### config.mk
export PLATFORM = sky130hd
export DESIGN_NAME = u2_zm_stream_conv
export DESIGN_NICKNAME = d
export VERILOG_FILES = /design/src/rtl/u2_zm_pkg.sv /design/src/rtl/u2_zm_conv_core.sv /design/src/rtl/u2_zm_stream_conv.sv
export SDC_FILE = /design/constraint.sdc
export NUM_CORES = 1
export LEC_CHECK = 0
export BUFFER_PORTS_ARGS = -buffer_cell sky130_fd_sc_hd__buf_4
export CORE_MARGIN = 2
export CORE_UTILIZATION = 50
export DETAILED_ROUTE_END_ITERATION = 8
export GPL_TIMING_DRIVEN = 0
export PLACE_DENSITY_LB_ADDON = 0.12
export REMOVE_ABC_BUFFERS = 1
export SYNTH_ARGS = -nofsm -noshare
export SYNTH_HDL_FRONTEND = slang
export SYNTH_SLANG_ARGS = --single-unit
### constraint.sdc
create_clock -name i_clk -period 2.68 [get_ports i_clk]
set_input_delay 0.536 -clock i_clk [delete_from_list [all_inputs] [get_ports i_clk]]
set_output_delay 0.536 -clock i_clk [all_outputs]
set_load 0.02 [all_outputs]
### src/rtl/u2_zm_pkg.sv
// Shared definitions for the U2 <-> ZM stream converter: status bit layout,
// mode encoding and a small status helper.
package u2_zm_pkg;

   typedef logic [3:0] status_t;

   localparam int STAT_ERR   = 3;
   localparam int STAT_ZERO  = 2;
   localparam int STAT_NZERO = 1;
   localparam int STAT_NEG   = 0;

   localparam logic MODE_U2_TO_ZM = 1'b0;
   localparam logic MODE_ZM_TO_U2 = 1'b1;

   function automatic logic is_err(input status_t st);
      return st[STAT_ERR];
   endfunction

endpackage

### src/rtl/u2_zm_conv_core.sv
// Combinational N-bit converter between two's complement and sign-magnitude,
// producing the converted value and its status flags.
module u2_zm_conv_core
   import u2_zm_pkg::*;
#(
   parameter int N = 8
) (
   input  logic         mode,
   input  logic [N-1:0] data,
   output logic [N-1:0] result,
   output status_t      status
);

   logic         sign_s;
   logic [N-2:0] low_s;
   logic [N-2:0] neg_low_s;
   logic         low_zero_s;

   assign sign_s     = data[N-1];
   assign low_s      = data[N-2:0];
   assign neg_low_s  = ~low_s + (N-1)'(1'b1);
   assign low_zero_s = (low_s == {(N-1){1'b0}});

   // Conversion and flag generation for both directions.
   always_comb begin
      result = data;
      status = 4'b0000;
      case (mode)
         MODE_U2_TO_ZM: begin
            if (sign_s) begin
               status[STAT_NEG] = 1'b1;
               if (low_zero_s) begin
                  // Most negative U2 value has no ZM encoding: saturate.
                  result           = {1'b1, {(N-1){1'b1}}};
                  status[STAT_ERR] = 1'b1;
               end else begin
                  result = {1'b1, neg_low_s};
               end
            end else begin
               result = data;
            end
         end
         MODE_ZM_TO_U2: begin
            if (sign_s) begin
               if (low_zero_s) begin
                  result             = {N{1'b0}};
                  status[STAT_NZERO] = 1'b1;
               end else begin
                  result           = ~{1'b0, low_s} + N'(1'b1);
                  status[STAT_NEG] = 1'b1;
               end
            end else begin
               result = data;
            end
         end
         default: begin
            result = data;
         end
      endcase
      status[STAT_ZERO] = (result == {N{1'b0}});
   end

endmodule

### src/rtl/u2_zm_stream_conv.sv
// Two-stage valid/ready pipeline around the U2/ZM conversion core, with a
// saturating counter of consumed results flagged as non-representable.
module u2_zm_stream_conv
   import u2_zm_pkg::*;
#(
   parameter int N     = 8,
   parameter int CNT_W = 8
) (
   input  logic             i_clk,
   input  logic             i_rst,
   input  logic             i_valid,
   output logic             o_ready,
   input  logic             i_mode,
   input  logic [N-1:0]     i_data,
   output logic             o_valid,
   input  logic             i_ready,
   output logic [N-1:0]     o_result,
   output logic [3:0]       o_status,
   input  logic             i_clr_cnt,
   output logic [CNT_W-1:0] o_err_cnt
);

   localparam logic [CNT_W-1:0] CNT_MAX = {CNT_W{1'b1}};

   logic             s1_valid_r;
   logic             s1_mode_r;
   logic [N-1:0]     s1_data_r;
   logic             s2_valid_r;
   logic [N-1:0]     result_r;
   status_t          status_r;
   logic [CNT_W-1:0] cnt_r;

   logic             s2_load_s;
   logic             accept_s;
   logic             consume_s;
   logic [N-1:0]     core_result_s;
   status_t          core_status_s;

   assign s2_load_s = s1_valid_r & (~s2_valid_r | i_ready);
   assign o_ready   = ~s1_valid_r | s2_load_s;
   assign accept_s  = i_valid & o_ready;
   assign consume_s = s2_valid_r & i_ready;

   u2_zm_conv_core #(.N(N)) u_core (
      .mode   (s1_mode_r),
      .data   (s1_data_r),
      .result (core_result_s),
      .status (core_status_s)
   );

   // Stage 1: capture the accepted operand and its mode.
   always_ff @(posedge i_clk or posedge i_rst) begin
      if (i_rst) begin
         s1_valid_r <= 1'b0;
         s1_mode_r  <= 1'b0;
         s1_data_r  <= {N{1'b0}};
      end else if (accept_s) begin
         s1_valid_r <= 1'b1;
         s1_mode_r  <= i_mode;
         s1_data_r  <= i_data;
      end else if (s2_load_s) begin
         s1_valid_r <= 1'b0;
      end
   end

   // Stage 2: hold the converted result until downstream takes it.
   always_ff @(posedge i_clk or posedge i_rst) begin
      if (i_rst) begin
         s2_valid_r <= 1'b0;
         result_r   <= {N{1'b0}};
         status_r   <= 4'b0000;
      end else if (s2_load_s) begin
         s2_valid_r <= 1'b1;
         result_r   <= core_result_s;
         status_r   <= core_status_s;
      end else if (consume_s) begin
         s2_valid_r <= 1'b0;
      end
   end

   // Saturating error counter; a clear beats a coincident increment.
   always_ff @(posedge i_clk or posedge i_rst) begin
      if (i_rst) begin
         cnt_r <= {CNT_W{1'b0}};
      end else if (i_clr_cnt) begin
         cnt_r <= {CNT_W{1'b0}};
      end else if (consume_s && is_err(status_r) && (cnt_r != CNT_MAX)) begin
         cnt_r <= cnt_r + CNT_W'(1'b1);
      end
   end

   assign o_valid   = s2_valid_r;
   assign o_result  = result_r;
   assign o_status  = status_r;
   assign o_err_cnt = cnt_r;

endmodule

# [After elaboration in Yosys (flattened, before gate mapping)]
# Index checks and enable logic that the tools add are counted.
# Widths: inputs -> output; s select.
[word_totals] regBits=31 latch_bits=0 mem_bits_rw=0 mem_bits_ro=0 output_inout_bits=22 elab_cells=47 memories=0
[op_classes] addsub=3 multipliers=0 div_mod_pow=0 n_lt_le_gt_ge=0 n_eq_ne=1 n_shift=0 mux=19 bitwise_logic=10 reduce_logical=7
[op_table] cell="$mux 8" count=5
[op_table] cell="$add 8x1->8 const B" count=2
[op_table] cell="$pmux 8 s2" count=1
[op_table] cell="$mux 1" count=10
[op_table] cell="$logic_not 8->1" count=1
[op_table] cell="$ne 8x8->1 const B" count=1
[op_table] cell="$not 7->8" count=1
[op_table] cell="$add 7x1->7 const B" count=1
[op_table] cell="$logic_not 7->1" count=1
[op_table] cell="$mux 7" count=1
[op_table] cell="$not 7->7" count=1
[op_table] cell="$reduce_bool 2->1" count=3
[op_table] cell="$and 1x1->1" count=3
[op_table] cell="$not 1->1" count=3
[op_table] cell="$logic_and 1x1->1" count=2
[op_table] cell="$mux 2" count=1
[op_table] cell="$or 1x1->1" count=2
[op_table] cell="$pmux 1 s2" count=1

# [Logic depth before layout (Yosys ltp)]
# Gate-level depths: netlist of the first run.
[depth] depth_word=6 depth_mapped=7

# [Hierarchy]
# Synthesis of the first run repeated with hierarchy kept, for this count alone.
[hier_totals] hier_cells=162 hier_area_um2=1785.5
[modules_own_cells] mod="u2_zm_stream_conv" n_inst=1 cells_per_inst=98 area_per_inst_um2=1352.5 seq_area_each_um2=775.7
[modules_own_cells] mod="u2_zm_conv_core" n_inst=1 cells_per_inst=64 area_per_inst_um2=432.9 seq_area_each_um2=0.0

# [Worst setup path before layout of the first run]
# Ideal clock, no wire load.
[synth_timing] kind="register to register" from="reg cnt_r[0] (netlist: o_err_cnt[0])" to="reg cnt_r[6] (netlist: o_err_cnt[6])" arrival_ps=1807 t_required_ps=2614 setup_slack_ps=807 stages_incl_launch_ff=7 n_path_buf=0 path_cell_list="dfrtp_1 -> ha_1 -> and2_0 -> a31oi_4 -> nand4_1 -> or4_1 -> nand2_1"
[synth_via] elab_chain_len=3 elab_cells_between_ends=6 classes_between="add/sub (1); eq/ne (1); mux (2); reduce/logical (2)"
[synth_rtl] item="start, declared" line_no="u2_zm_stream_conv.sv:31" text="logic [CNT_W-1:0] cnt_r;"
[synth_rtl] item="start signal, assigned" line_no="u2_zm_stream_conv.sv:84" text="cnt_r <= {CNT_W{1'b0}};"
[synth_rtl] item="start signal, assigned" line_no="u2_zm_stream_conv.sv:86" text="cnt_r <= {CNT_W{1'b0}};"
[synth_rtl] item="start signal, assigned" line_no="u2_zm_stream_conv.sv:88" text="cnt_r <= cnt_r + CNT_W'(1'b1);"
[synth_rtl] item="$add 8x1->8 / $ne 8x8->1 (equally long branches)" line_no="u2_zm_stream_conv.sv:88, u2_zm_stream_conv.sv:87"
[synth_rtl] item="$mux 8 / $logic_and 1x1->1 (equally long branches)" line_no="u2_zm_stream_conv.sv:87" text="end else if (consume_s && is_err(status_r) && (cnt_r != CNT_MAX)) begin"
[synth_rtl] item="$mux 8 / $reduce_bool 2->1 (equally long branches)"
# Several ways; a longest one is shown, not always the timed one. The select of a mux whose other input is x is not followed.
# A chain may end at the register's enable or synchronous reset.

# [Final worst setup path of the first run]
# Same ends and word-level chain as after synthesis.

==> impl_results.md, run 1 <==
- Final period util: 0.706
- Area occupied by multi-input gates: 696 µm²
- Core ar.: 0.00281 mm²
- Synth Area in Simple Gates: 0.204
- DRT iter0 DRCs: 46
- Share of cells above drive strength 1: 0.314
- Leakage power: 0.875 nW
- Die area: 0.00348 mm²
- Setup crit start: o_err_cnt[0]
- Via count: 1200
- Buffer count from post-CTS setup fixing: 0
- Finished Cell Area: 0.00185 mm²
- CP max stage cell: dfrtp_1
- Crit end category: flip-flop
- Worst VDD drop: 0.352 mV
- Crit path cell chain: ha_1, and2_0, a31oi_4, nand4_1, or4_1, nand2_1
- Fillers: 227
- RR Startpoint: o_err_cnt[0]
- Final Critical Period: 1.89 ns
- Post-synthesis compound-gate area fraction: 0.102
- CTS tree: yes
- Synth cell count leaders: dfrtp_1 (31), nand2_1 (14), nor2_1 (14), mux2_2 (12), inv_1 (7)
- Post-Syn Area: 0.00151 mm²
- Worst-path fanout max: 7
- IO buf count: 35
- Antenna violations before repair: 0
- I/O pin total: 36
- Area taken by flip-flops and latches: 776 µm²
- Wire per inst: 14.1 µm
- Via density: 5.56
- Largest net degree at the start of global routing: 32
- Delay-heaviest family, CP: simple AND/OR/NAND/NOR gates
- Slew Limit Fails: 0
- Adder-Cell Fraction of Synth Area: 0.0165
- Die Ht: 59.0 µm
- Final setup violation count: 0
- Data required time of the worst path: 2.96 ns
- HP Class: in -> reg
- Post-synthesis sequential element count: 31
- Post-CTS sizing: 0
- # diodes: 0
- Distinct cells, synth: 37
- DP Wirelength: 2240 µm
- Skew final: 0.0137 ns
- Post-DP Area: 0.00180 mm²
- Final WS setup: 0.787 ns
- Yosys top cell by area: dfrtp_1
- Worst path max stage delay: 0.43 ns
- Worst slew pin tran: 1.12 ns
- Async set-reset flop share out of synthesis: 1.00
- Dpl cells: 208
- Worst setup SP type: flip-flop
- Hold_buf cts: 0
- Fin cells: 216
- Synthesis Warnings: 0
- RSZ-0062 raised after global routing: false
- # rows: 19
- GPL Wtd Cong: 0.928
- Synth Area in XOR/XNOR: 0.0405
- Drt total wl: 3050 µm
- CTS buffer count: 5
- Main synth FF type: dfrtp_1
- Max Buffers Root-to-Sink: 2
- Post-synth EDFFs: 0
- First-pass GRT wire length: 5200 µm
- Grt ovf: 0
- Most common cell in the netlist: dfrtp_1
- Min-delay src: i_valid
- Top-area cell type share of the netlist area: 0.512
- H-tree levels: 2
- Slew HR: 0.252
- Crit path kind: reg -> reg
- PwrDens: 621 mW/mm²
- GR Util All Layers: 0.208
- Arr. time, crit path: 2.17 ns
- Synth area leaders: dfrtp_1 (51%), mux2_2 (8.9%), nand2_1 (3.5%)
- P&R area growth vs syn: 22.1%
- Sinks on Clock Net: 31
- Hold slack: 0.392 ns
- Post-route antenna net violation count: 0
- CP Buf/Inv Count: 0
- Total Neg Setup Slack: 0 ns
- Max cap viols: 0
- Number of global-route vias before repair: 1141
- Mean post-synth cell area: 10.4 µm²
- Mux contribution to synthesized area: 0.0959
- DRC Markers: 0
- Hold violation count in the final report: 0
- Clk slew on worst S/H paths: 0.10 ns
- Status: finished, final reports clean
- Die X: 59.0 µm
- Post-synthesis sequential area ratio: 0.512
- Initial Util: 0.540
- Worst skew pair latency: 0.33 ns
- Post-Syn Instances: 146
- Nets: 200
- Placement Setup Slack: 0.806 ns
- Main combinational cell family by area after synthesis: simple AND/OR/NAND/NOR gates
- Clock Tree Root: clkbuf_4
- Pre-antenna DRT Iters: 4
- Max Fclk: 528 MHz
[state kept, by name, indices dropped and copies added (netlist names)]
name and cells:
o_err_cnt 8, o_result 8, s1_data_r 8, o_status 4, o_valid 1, s1_mode_r 1
s1_valid_r 1
[where the power goes]
part | leakage [nW] | switching (mW) | total, mW | internal [mW]
Combinational | 0.460 | 0.163 | 0.302 | 0.139
Clock | 0.0293 | 0.161 | 0.263 | 0.102
Sequential | 0.385 | 0.0541 | 0.583 | 0.529
[final cells by class]
| class | instances | area share |
|---|---|---|
| clock buffer | 7 | 0.0244 |
| timing repair buffer | 35 | 0.142 |
| multi-input combinational | 104 | 0.376 |
| tap | 31 | 0.0210 |
| sequential | 31 | 0.419 |
| clock inverter | 1 | 0.00271 |
| inverter | 7 | 0.0142 |
[per-layer routing]
layer  up-vias  wire length (µm)  global-route usage
met5         -                 0                   0
met4         0                59               0.104
met3         6               155              0.0786
met2        32              1450               0.313
met1       575              1390               0.262
li1        587                 -                   -
[path summary, 6_finish.rpt]
path | to | slack [ns] | cells after the start
max | o_err_cnt[6] | 0.79 | 6
min | s1_valid_r | 0.39 | 2
max reg2reg | o_err_cnt[6] | 0.79 | 6
min reg2reg | o_result[7] | 0.49 | 2
max in group asynchronous | s1_data_r[1] | 1.52 | 2
min in group asynchronous | o_err_cnt[2] | 0.49 | 2
[worst register-to-register path: cells and delay by family, from the launching register on]
kind	cells	cell delay (ns)
fa+ha+maj	1	0.25
simple gates	4	0.87
flops	1	0.43
compound gates	1	0.29
[stage by stage]
stage / total power, mW / util
global route: 1.21 / 0.659
global placement: 0.886 / 0.641
floorplan: 0.772 / -
finish: 1.15 / 0.659
detailed placement: 0.898 / 0.641
CTS: 1.15 / 0.659
[logic make-up after synthesis]
group | after synthesis
muxes | 13
adders and majority gates | 2
DFF | 31
xor gates and xnor gates | 7
and+or+nand+nor | 59
buffers and inverters | 11
AOI/OAI and AO/OA | 23
[cells in the final DEF (no fill, tap or decap), types with 2 or more instances in the layout]
cell type / Yosys / final
dfrtp_1: 31 / 31
buf_4: 0 / 35
nand2b_1: 4 / 4
and2_1: 2 / 2
nand3b_1: 2 / 2
nand4_1: 4 / 4
mux2_2: 12 / 12
a21oi_1: 6 / 6
nor3_1: 3 / 3
a31oi_1: 2 / 2
o21ai_0: 6 / 6
clkbuf_1: 3 / 2
ha_1: 2 / 2
nand3_1: 5 / 5
nand2_1: 14 / 14
inv_1: 7 / 7
o41ai_1: 2 / 2
and3_1: 3 / 3
clkbuf_4: 0 / 5
xnor2_1: 2 / 2
xor2_1: 5 / 5
nor2_1: 14 / 14
Note: power is estimated with default switching activity, not from simulation.
==> run 2: changes to the inputs <==
--- a/config.mk
+++ b/config.mk
@@ -7,7 +7,7 @@
 export LEC_CHECK = 0
 export BUFFER_PORTS_ARGS = -buffer_cell sky130_fd_sc_hd__buf_4
 export CORE_MARGIN = 2
-export CORE_UTILIZATION = 50
+export CORE_UTILIZATION = 47
 export DETAILED_ROUTE_END_ITERATION = 8
 export GPL_TIMING_DRIVEN = 0
 export PLACE_DENSITY_LB_ADDON = 0.12
==> constraint.sdc (replaced) <==
create_clock -name i_clk -period 1.6 [get_ports i_clk]
set_input_delay 0.32 -clock i_clk [delete_from_list [all_inputs] [get_ports i_clk]]
set_output_delay 0.32 -clock i_clk [all_outputs]
set_load 0.02 [all_outputs]
==> run 2 against run 1 <==
The flow now finishes with violations (setup timing). Non-clock buffer count grew 8. Combinational power grew 86%. Wire length grew 5.3%. Critical path depth is the same. Sequential cell count is the same. Global-route usage shrank 1.3 points. Cell area grew 8.7%. Core utilization shrank 0.063 points. Count of clock-buffer cells in the layout shrank 1. Total power grew 89%. Maximum frequency grew 17%. Hold slack lost 0.19 ns. Largest power group unchanged.
==> impl_results.md, run 2 (synthesis results as in run 1) <==
- Data required time of the worst path: 1.86 ns (was 2.96 ns)
- Via count: 1228 (was 1200)
- PwrDens: 1080 mW/mm² (was 621 mW/mm²)
- CP Buf/Inv Count: 0 (unchanged)
- Crit path cell chain: ha_2, and2_4, a31oi_4, nand4_1, or4_1, nand2_1 (was ha_1, and2_0, a31oi_4, nand4_1, or4_1, nand2_1)
- Worst slew pin tran: 1.14 ns (was 1.12 ns)
- Final WS setup: -0.0145 ns (was 0.787 ns)
- Max Buffers Root-to-Sink: 2 (unchanged)
- Pwr Total: 2.17 mW (was 1.15 mW)
- Final setup violation count: 2 (was 0)
- Delay-heaviest family, CP: simple AND/OR/NAND/NOR gates (unchanged)
- Sinks on Clock Net: 31 (unchanged)
- Core ar.: 0.00305 mm² (was 0.00281 mm²)
- Max cap viols: 0 (unchanged)
- Leading cell types in the layout, fill and taps excluded: buf_4 (43), dfrtp_1 (28), nand2_1 (14) (was buf_4 (35), dfrtp_1 (31), nor2_1 (14), nand2_1 (14), mux2_2 (12))
- Arr. time, crit path: 1.87 ns (was 2.17 ns)
- RSZ-0062 raised after global routing: true (was false)
- Worst skew pair latency: 0.33 ns (about the same)
- Drt total wl: 3210 µm (was 3050 µm)
- Crit path kind: reg -> reg (unchanged)
- GR Util All Layers: 0.195 (was 0.208)
- # diodes: 0 (unchanged)
- DRC Markers: 0 (unchanged)
- Final Critical Period: 1.61 ns (was 1.89 ns)
- Fin cells: 237 (was 216)
- Max Fclk: 619 MHz (was 528 MHz)
- IO buf count: 35 (unchanged)
- Via density: 5.18 (was 5.56)
- Dpl cells: 221 (was 208)
- Slew HR: 0.240 (was 0.252)
- CP max stage cell: or4_1 (was dfrtp_1)
- Crit end category: flip-flop (unchanged)
- Initial Util: 0.496 (was 0.540)
- Clock Tree Root: clkbuf_4 (unchanged)
- Hold violation count in the final report: 0 (unchanged)
- Worst VDD drop: 0.625 mV (was 0.352 mV)
- Slew Limit Fails: 0 (unchanged)
- # rows: 20 (was 19)
- H-tree levels: 2 (unchanged)
- Leakage power: 0.936 nW (was 0.875 nW)
- Commonest non-fill, non-tap cell in the layout: buf_4 (unchanged)
- Antenna violations before repair: 0 (unchanged)
- DRT iter0 DRCs: 51 (was 46)
- Grt ovf: 0 (unchanged)
- HP Class: in -> reg (unchanged)
- CTS buffer count: 5 (unchanged)
- Share of cells above drive strength 1: 0.409 (was 0.314)
- Wire per inst: 13.6 µm (was 14.1 µm)
- Status: finished with violations (was finished, final reports clean)
- Nets: 208 (was 200)
- Post-route antenna net violation count: 0 (unchanged)
- I/O pin total: 36 (unchanged)
- Number of global-route vias before repair: 1196 (was 1141)
- Die Ht: 60.8 µm (was 59.0 µm)
- Skew final: 0.0128 ns (was 0.0137 ns)
- P&R area growth vs syn: 32.8% (was 22.1%)
- Largest net degree at the start of global routing: 32 (unchanged)
- Worst setup SP type: flip-flop (unchanged)
- Pre-antenna DRT Iters: 4 (unchanged)
- Die area: 0.00369 mm² (was 0.00348 mm²)
- Final period util: 1.01 (was 0.706)
- DP Wirelength: 2270 µm (was 2240 µm)
- Worst-path fanout max: 2 (was 7)
- Worst path max stage delay: 0.42 ns (was 0.43 ns)
- Total Neg Setup Slack: -0.0255 ns (was 0 ns)
- GPL Wtd Cong: 0.847 (was 0.928)
- Hold slack: 0.206 ns (was 0.392 ns)
- CTS tree: yes (unchanged)
- Hold_buf cts: 0 (unchanged)
- Die X: 60.8 µm (was 59.0 µm)
- Failing checks: setup timing
- First-pass GRT wire length: 5270 µm (was 5200 µm)
- Clk slew on worst S/H paths: 0.10 ns (about the same)
## run 2: cell types whose count changed in the layout (fill, tap and decap cells not counted), sizes merged
cell and delta:
buf +8, bufinv +1, clkbuf -1
## run 2: path summary, 6_finish.rpt
path                               from      endpoint  slack [ns]  cells after the start
max in group asynchronous         i_rst  s1_data_r[2]        0.56                      2
min reg2reg                 o_result[6]   o_result[6]        0.49                      2
max reg2reg                o_err_cnt[1]  o_err_cnt[6]       -0.01                      6
min                             i_valid    s1_valid_r        0.21                      2
max                        o_err_cnt[1]  o_err_cnt[6]       -0.01                      6
min in group asynchronous         i_rst  o_err_cnt[0]        0.28                      2
## run 2: cell type report
class,count,area (µm²)
multi-input combinational,104,741
sequential,31,779
fill,281,1040
tap,44,55.1
clock buffer,6,51.3
timing repair buffer,43,323
inverter,7,26.3
clock inverter,2,35.0
## run 2: report_power, final
part | total (mW) | internal [mW] | switching (mW)
clock | 0.626 | 0.369 | 0.257
combinational | 0.561 | 0.264 | 0.298
sequential | 0.987 | 0.889 | 0.0975
## run 2: repair_timing
action | in CTS | in global routing
setup endpoints to repair | 8 | 6
resized for setup | 11 | 7
buffers inserted | 6 | 2
pin swaps | 3 | 2
## run 2: per-layer routing
metal  track usage  share of wire  vias to the layer above
li1              -              -                      606
met4        0.0652          0.012                        0
met5             0              0                        -
met2         0.306           0.49                       30
met3        0.0576          0.047                        5
met1         0.259           0.46                      587
## run 2: metrics by stage
| stage | worst slack (ns) | util | instance area, µm² |
|---|---|---|---|
| 2_1_floorplan | -0.273 | - | 1500 |
| 3_3_place_gp | -0.264 | 0.595 | 1820 |
| 3_5_place_dp | -0.307 | 0.595 | 1820 |
| 4_1_cts | 0.00245 | 0.645 | 1970 |
| 5_1_grt | -0.118 | 0.659 | 2010 |
| 6_report | -0.0145 | 0.659 | 2010 |
